[src/rtl/toggle_handshake_rx_if.sv]
// Bundle of the toggle-handshake receiver signals.
// The slave modport is the receiver itself. The master modport is the
// environment: the toggle sender together with the stream consumer.
interface toggle_handshake_rx_if #(
    parameter int DATA_W = 6
);
    logic              req_tgl;
    logic [DATA_W-1:0] req_data;
    logic              out_valid;
    logic              out_ready;
    logic [DATA_W-1:0] out_data;
    logic              ack_tgl;
    logic              overrun;
    logic [7:0]        evt_count;

    modport master (
        output req_tgl,
        output req_data,
        output out_ready,
        input  out_valid,
        input  out_data,
        input  ack_tgl,
        input  overrun,
        input  evt_count
    );

    modport slave (
        input  req_tgl,
        input  req_data,
        input  out_ready,
        output out_valid,
        output out_data,
        output ack_tgl,
        output overrun,
        output evt_count
    );
endinterface

[src/rtl/toggle_handshake_rx.sv]
// toggle_handshake_rx: receiving end of a two-phase (toggle) handshake.
//
// How it works:
// - The asynchronous req_tgl is synchronised through SYNC_STAGES flops.
// - Every level change becomes one word on a valid/ready stream.
// - ack_tgl toggles once for each consumed word.
// - A toggle that arrives while a word is still pending sets the sticky
//   overrun flag, and that new word is discarded.
//
// Optional feature: define TOGGLE_HANDSHAKE_RX_COUNT_EN to build the 8-bit
// accepted-event counter. Without it, evt_count is tied to 8'h00.
module toggle_handshake_rx #(
    parameter int SYNC_STAGES = 2,   // legal range 2..4
    parameter int DATA_W      = 6
) (
    input  logic                  clk,
    input  logic                  rst,
    toggle_handshake_rx_if.slave  bus
);

    typedef enum logic [0:0] {
        ST_IDLE  = 1'b0,
        ST_VALID = 1'b1
    } state_e;

    logic [SYNC_STAGES-1:0] sync_q;
    logic                   last_q;
    logic                   sync_out_s;
    logic                   evt_s;
    logic                   hs_s;

    state_e                 state_q;
    state_e                 state_d;
    logic                   valid_q;
    logic                   valid_d;
    logic [DATA_W-1:0]      data_q;
    logic [DATA_W-1:0]      data_d;
    logic                   ack_q;
    logic                   ack_d;
    logic                   ovr_q;
    logic                   ovr_d;

    // Synchroniser tap and event detection. Every event is consumed by the
    // last-level register, even one that is then dropped as an overrun.
    assign sync_out_s = sync_q[SYNC_STAGES-1];
    assign evt_s      = sync_out_s ^ last_q;
    assign hs_s       = valid_q & bus.out_ready;

    // Synchroniser chain plus last-level register.
    always_ff @(posedge clk) begin
        if (rst) begin
            sync_q <= '0;
            last_q <= 1'b0;
        end else begin
            sync_q <= {sync_q[SYNC_STAGES-2:0], bus.req_tgl};
            last_q <= sync_out_s;
        end
    end

    // Next-state logic for the capture/handshake FSM and its registered outputs.
    always_comb begin
        state_d = state_q;
        valid_d = valid_q;
        data_d  = data_q;
        ack_d   = ack_q;
        ovr_d   = ovr_q;
        case (state_q)
            ST_IDLE: begin
                if (evt_s) begin
                    state_d = ST_VALID;
                    valid_d = 1'b1;
                    data_d  = bus.req_data;
                end else begin
                    state_d = ST_IDLE;
                    valid_d = 1'b0;
                end
            end
            ST_VALID: begin
                if (hs_s) begin
                    state_d = ST_IDLE;
                    valid_d = 1'b0;
                    ack_d   = ~ack_q;
                end else begin
                    state_d = ST_VALID;
                    valid_d = 1'b1;
                end
                // The sender toggled before seeing our ack. Keep the held word
                // and drop the new one.
                if (evt_s) begin
                    ovr_d = 1'b1;
                end else begin
                    ovr_d = ovr_q;
                end
            end
            default: begin
                state_d = ST_IDLE;
                valid_d = 1'b0;
            end
        endcase
    end

    // FSM state and output registers.
    always_ff @(posedge clk) begin
        if (rst) begin
            state_q <= ST_IDLE;
            valid_q <= 1'b0;
            data_q  <= '0;
            ack_q   <= 1'b0;
            ovr_q   <= 1'b0;
        end else begin
            state_q <= state_d;
            valid_q <= valid_d;
            data_q  <= data_d;
            ack_q   <= ack_d;
            ovr_q   <= ovr_d;
        end
    end

`ifdef TOGGLE_HANDSHAKE_RX_COUNT_EN
    logic [7:0] cnt_q;
    logic [7:0] cnt_d;
    logic       cnt_inc_s;

    // Only events that are captured are counted. Overruns leave the count alone.
    assign cnt_inc_s = (state_q == ST_IDLE) & evt_s;

    // Next count; wraps naturally from 255 to 0.
    always_comb begin
        cnt_d = cnt_q;
        if (cnt_inc_s) begin
            cnt_d = cnt_q + 8'd1;
        end else begin
            cnt_d = cnt_q;
        end
    end

    // Event counter register.
    always_ff @(posedge clk) begin
        if (rst) begin
            cnt_q <= 8'h00;
        end else begin
            cnt_q <= cnt_d;
        end
    end

    assign bus.evt_count = cnt_q;
`else
    assign bus.evt_count = 8'h00;
`endif

    assign bus.out_valid = valid_q;
    assign bus.out_data  = data_q;
    assign bus.ack_tgl   = ack_q;
    assign bus.overrun   = ovr_q;

endmodule

[src/flat_wrapper.sv]
// flat-port wrapper written by rule: the top's interface ports become plain ports
module toggle_handshake_rx_flat 
#(
    parameter int SYNC_STAGES = 2,                      
    parameter int DATA_W      = 6
)
  (clk, rst, bus_req_tgl, bus_req_data, bus_out_ready, bus_out_valid, bus_out_data, bus_ack_tgl, bus_overrun, bus_evt_count);
  toggle_handshake_rx_if #(.DATA_W(DATA_W)) bus_i ();
  input  logic clk;
  input  logic rst;
  input wire logic [$bits(bus_i.req_tgl)-1:0] bus_req_tgl;
  input wire logic [$bits(bus_i.req_data)-1:0] bus_req_data;
  input wire logic [$bits(bus_i.out_ready)-1:0] bus_out_ready;
  output wire logic [$bits(bus_i.out_valid)-1:0] bus_out_valid;
  output wire logic [$bits(bus_i.out_data)-1:0] bus_out_data;
  output wire logic [$bits(bus_i.ack_tgl)-1:0] bus_ack_tgl;
  output wire logic [$bits(bus_i.overrun)-1:0] bus_overrun;
  output wire logic [$bits(bus_i.evt_count)-1:0] bus_evt_count;
  assign bus_i.req_tgl = bus_req_tgl;
  assign bus_i.req_data = bus_req_data;
  assign bus_i.out_ready = bus_out_ready;
  assign bus_out_valid = bus_i.out_valid;
  assign bus_out_data = bus_i.out_data;
  assign bus_ack_tgl = bus_i.ack_tgl;
  assign bus_overrun = bus_i.overrun;
  assign bus_evt_count = bus_i.evt_count;
  toggle_handshake_rx #(.SYNC_STAGES(SYNC_STAGES), .DATA_W(DATA_W)) u_core (.clk(clk), .rst(rst), .bus(bus_i));
endmodule
[config.mk]
export PLATFORM = sky130hd
export DESIGN_NAME = toggle_handshake_rx_flat
export DESIGN_NICKNAME = d
export VERILOG_FILES = /design/src/rtl/toggle_handshake_rx_if.sv /design/src/rtl/toggle_handshake_rx.sv /design/src/flat_wrapper.sv
export SDC_FILE = /design/constraint.sdc
export NUM_CORES = 1
export LEC_CHECK = 0
export CAP_MARGIN = 20
export CORE_MARGIN = 8
export CORE_UTILIZATION = 40
export CTS_CLUSTER_DIAMETER = 30
export DETAILED_ROUTE_END_ITERATION = 7
export GPL_TIMING_DRIVEN = 0
export PLACE_DENSITY = 0.81
export SLEW_MARGIN = 20
export SYNTH_ARGS = -nofsm -noshare
export SYNTH_HDL_FRONTEND = slang
export SYNTH_SLANG_ARGS = --single-unit
[constraint.sdc]
create_clock -name clk -period 1.6 [get_ports clk]
set_clock_uncertainty 0.05 [all_clocks]
set_input_delay 0.16 -clock clk [delete_from_list [all_inputs] [get_ports clk]]
set_output_delay 0.16 -clock clk [all_outputs]
set_load 0.01 [all_outputs]
# == Word-level counts from Yosys, hierarchy flattened ==
# Cells that the tools add are included.
# op_classes
bitwise,4
muxes,3
reduce_logical,3
# ops
op,count
2-bit AND reduction,3
1-bit two-way mux,2
1-bit inverter,2
1-bit one-hot mux with 2 select lines,1
1-bit bitwise AND,1
1-bit bitwise XOR,1
# word_totals
elab_cells,16
in_bits,10
out_inout_bits,17
register_bits,12

# == Logic depth before layout (Yosys ltp) ==
# Gate-level depths: netlist (run 1).
# depth
word_depth,3
depth_mapped,4
ltp_nobuf,3

# == Least setup slack after synthesis (run 1) ==
# Ideal clock, no wire load.
# synth_path
path_type,flip-flop to flip-flop
startpoint,reg u_core.sync_q[1]
endpoint,reg u_core.data_q[0] (netlist: u_core.bus.out_data[0])
stages_incl_launch_ff,5
period_less_slack_ns,1.055
n_path_buf,1
slack_ns,0.545
arrival_ns,0.933
t_required_ns,1.478
cell_sequence,dfxtp_1 -> xor2_1 -> and2b_1 -> buf_6 -> mux2i_1
# synth_between
elab_chain_len,2
# synth_lines
item,line,text
"start, declared",toggle_handshake_rx.sv:26,logic [SYNC_STAGES-1:0] sync_q;
"start signal, assigned",toggle_handshake_rx.sv:55,"sync_q <= {sync_q[SYNC_STAGES-2:0], bus.req_tgl};"
1-bit bitwise XOR,toggle_handshake_rx.sv:46,assign evt_s = sync_out_s ^ last_q;
2-bit AND reduction (no source line),n/a,
"end signal, assigned",toggle_handshake_rx.sv:113,data_q <= data_d;
"end, declared",toggle_handshake_rx.sv:36,logic [DATA_W-1:0] data_q;
# No other way between the ends.
# A chain may end at the register's enable or synchronous reset.

==> impl_metrics.csv, run 1 <==
group,metric,value,unit
run_status,status,"completed",
hold_path,hold_class,"reg -> reg",
routing,drt-initial-drc-count,1,
sta,slew_viol_final,0,
final_layout,drive_gt1_frac,0.171,
routing,routed.top_layer,"met4",
worst_setup_path,cp_max_fo,6,
placed_design,place_hpwl,861,um
clock_network,cts_setup_buffers,0,
worst_setup_path,path_cells,"clkdlybuf4s50_1",
worst_setup_path,crit_path_start,"u_core.state_q",
hold_path,worstHoldStart,"u_core.sync_q[0]",
grt,grt_pass1_wl,1680,um
floorplan,initial_utilization,0.416,
synth,synth_edf_count,0,
synth,synth_area,528,um^2
routing,drcViolationCount,0,
routing,routed_wl,1100,um
floorplan,io_pins,27,
clock_network,cts_tree,"yes",
sta,hold_violations,0,
final_layout,n_antenna_cell,0,
power_and_ir_drop,total_power,682,uW
clock_network,cts_buffers,3,
placed_design,portBuffers,18,
routing,antenna_left,0,
worst_setup_path,reg2reg_to,"u_core.bus.out_data[5]",
final_layout,final_nets,93,
placed_design,place_inst,93,
synth,synth_common_cells,"12 x dfxtp_1, 12 x nand2b_1, 8 x buf_4, 6 x mux2i_1, 3 x nor2_1",
sta,fin_ws,133,ps
power_and_ir_drop,leakage,0.336,nW
worst_setup_path,crit_required,1390,ps
placed_design,place_worst_setup_slack,69.7,ps
sta,fmax,681,MHz
synth,yosys.cell_types.count,15,
synth,synth.yosys.seq_area_share,0.455,
clock_network,clk_path_buf_depth,2,
sta,finalSetupViolCount,0,
floorplan,core_area,0.00127,mm^2
final_layout,finalNonFillerCells,97,
clock_network,ctsResizeCount,0,
grt,grt_pass1_vias,384,
synth,yosys.area.top_type_share,0.455,
grt,grt_usage,0.0808,
synth,avgSynthCellArea,9.96,um^2
floorplan,die_area,0.00274,mm^2
worst_setup_path,cp_num_buf_inv,1,
clock_network,clk_pin_slew,80,ps
power_and_ir_drop,cellPowerDensity,864,mW/mm^2
sta,fin_crit_sh,0.917,
worst_setup_path,rrSetupSlack,410,ps
synth,synth.largest_area_cell,"dfxtp_1",
floorplan,die_w,52.3,um
clock_network,hold_buffers,0,
routing,wl_per_cell,11.3,um
placed_design,gp_congestion,0.679,
synth,synthArstFlopShare,0,
synth,syn_inst,53,
worst_setup_path,worstPathArrival,1260,ps
worst_setup_path,crit_slowest_cell,"clkdlybuf4s50_1",
routing,route.met3.wl,95,um
clock_network,root_buffer,"clkbuf_4",
hold_path,whs_endpoint,"u_core.sync_q[1]",
synth,ys_seq_elements,12,
sta,grt_setup_unrepaired,"false",
worst_setup_path,crit_family,"buffers and inverters",
routing,first_pass_iters,2,
floorplan,num_rows,13,
sta,tns,0,ps
power_and_ir_drop,vdd_drop_max,544,uV
clock_network,clk_latency,270,ps
grt,grt_max_degree,11,
grt,grt_overflow,0,
final_layout,area_growth,49.5,%
synth,ys_warn_count,0,
worst_setup_path,cp-start-kind,"flip-flop",
routing,wl_met2,546,um
worst_setup_path,crit_type,"reg -> out",
routing,via_count,388,
routing,via_per_inst,4.00,
clock_network,clkSinkCount,12,
worst_setup_path,r2r_cells,4,
sta,min_period,1470,ps
sta,holdWs,391,ps
worst_setup_path,slowest_delay,570,ps
synth,synth_area_leaders,"dfxtp_1 45%, nand2b_1 14%, mux2i_1 11%",
hold_path,worstHoldPathCells,1,
floorplan,die_h,52.3,um
worst_setup_path,critPathCaptureType,"output port",
synth,synth_ff_type,"dfxtp_1",
clock_network,htreeDepth,1,
worst_setup_path,timing.rr.start,"u_core.sync_q[1]",
job,cap_viol_max_count,0,
grt,antenna_found_initial,0,
routing,drt-met1-wl,443,um
## power breakdown
part	leakage, nW	internal [mW]	switching, mW
combinational	0.217	0.0736	0.0449
sequential	0.0980	0.313	0.00868
clock	0.0210	0.138	0.103
total	0.336	0.525	0.157
## area by class of cell
class | instances | area [um^2]
Fill cell | 120 | 479
Sequential cell | 12 | 240
Multi-Input combinational cell | 38 | 239
Timing Repair Buffer | 18 | 180
Buffer | 10 | 75.1
Clock buffer | 4 | 36.3
Tap cell | 15 | 18.8
## cell families after synthesis
family                 count (synthesis)  share of synthesized area
flip-flops                            12                      0.455
multiplexers                           6                      0.114
XOR/XNOR                               2                     0.0332
AO/OA/AOI/OAI                          2                     0.0237
other                                  1                    0.00710
buffers and inverters                 10                      0.142
AND/OR/NAND/NOR                       20                      0.225
## placed cells by master, fill, tap and decap left out
cell,netlist,routed
clkdlybuf4s50_1,0,18
nand2b_1,12,12
dfxtp_1,12,12
buf_4,8,8
conb_1,1,8
mux2i_1,6,6
nor2_1,3,3
clkbuf_4,0,3
xor2_1,2,2
nor2b_1,2,2
clkbuf_1,1,1
nand2_1,1,1
and2b_1,1,1
buf_6,1,1
a21oi_1,1,1
a211oi_1,1,1
nor2b_2,1,1
clkbuf_8,0,1
## how the worst max path moves through the flow
stage	cells past startpoint	slack, ps	to
finish	1	130	bus_out_valid
detailed placement	4	70	u_core.bus.out_data[3]
floorplan	4	550	u_core.bus.out_data[0]
global placement	4	100	u_core.bus.out_data[2]
global route	1	90	bus_out_valid
CTS	1	130	bus_out_valid
## per-layer routing
metal  vias to the layer above  GRT usage
li1                        209          -
met1                       164     0.0758
met5                         -          0
met4                         0     0.0517
met3                         2     0.0313
met2                        13      0.142
## stage by stage
step	area (um^2)	util
2_1_floorplan	554	-
3_5_place_dp	753	0.594
5_1_grt	790	0.622
6_report	790	0.622
3_3_place_gp	753	0.594
4_1_cts	790	0.622
## sequential cells by signal (all words and copies together), names as in the netlist
| name | count |
|---|---|
| u_core.bus.out_data | 6 |
| u_core.sync_q | 2 |
| u_core.bus.ack_tgl | 1 |
| u_core.bus.overrun | 1 |
| u_core.last_q | 1 |
| u_core.state_q | 1 |
Note: power is estimated with default switching activity, not from simulation.
==> run 2: changes to the inputs <==
--- a/config.mk
+++ b/config.mk
@@ -5,7 +5,7 @@
 export SDC_FILE = /design/constraint.sdc
 export NUM_CORES = 1
 export LEC_CHECK = 0
-export CAP_MARGIN = 20
+export CAP_MARGIN = 25
 export CORE_MARGIN = 8
 export CORE_UTILIZATION = 40
 export CTS_CLUSTER_DIAMETER = 30
==> results of run 2 <==
Final layout, timing and power as in run 1 (identical DEF).
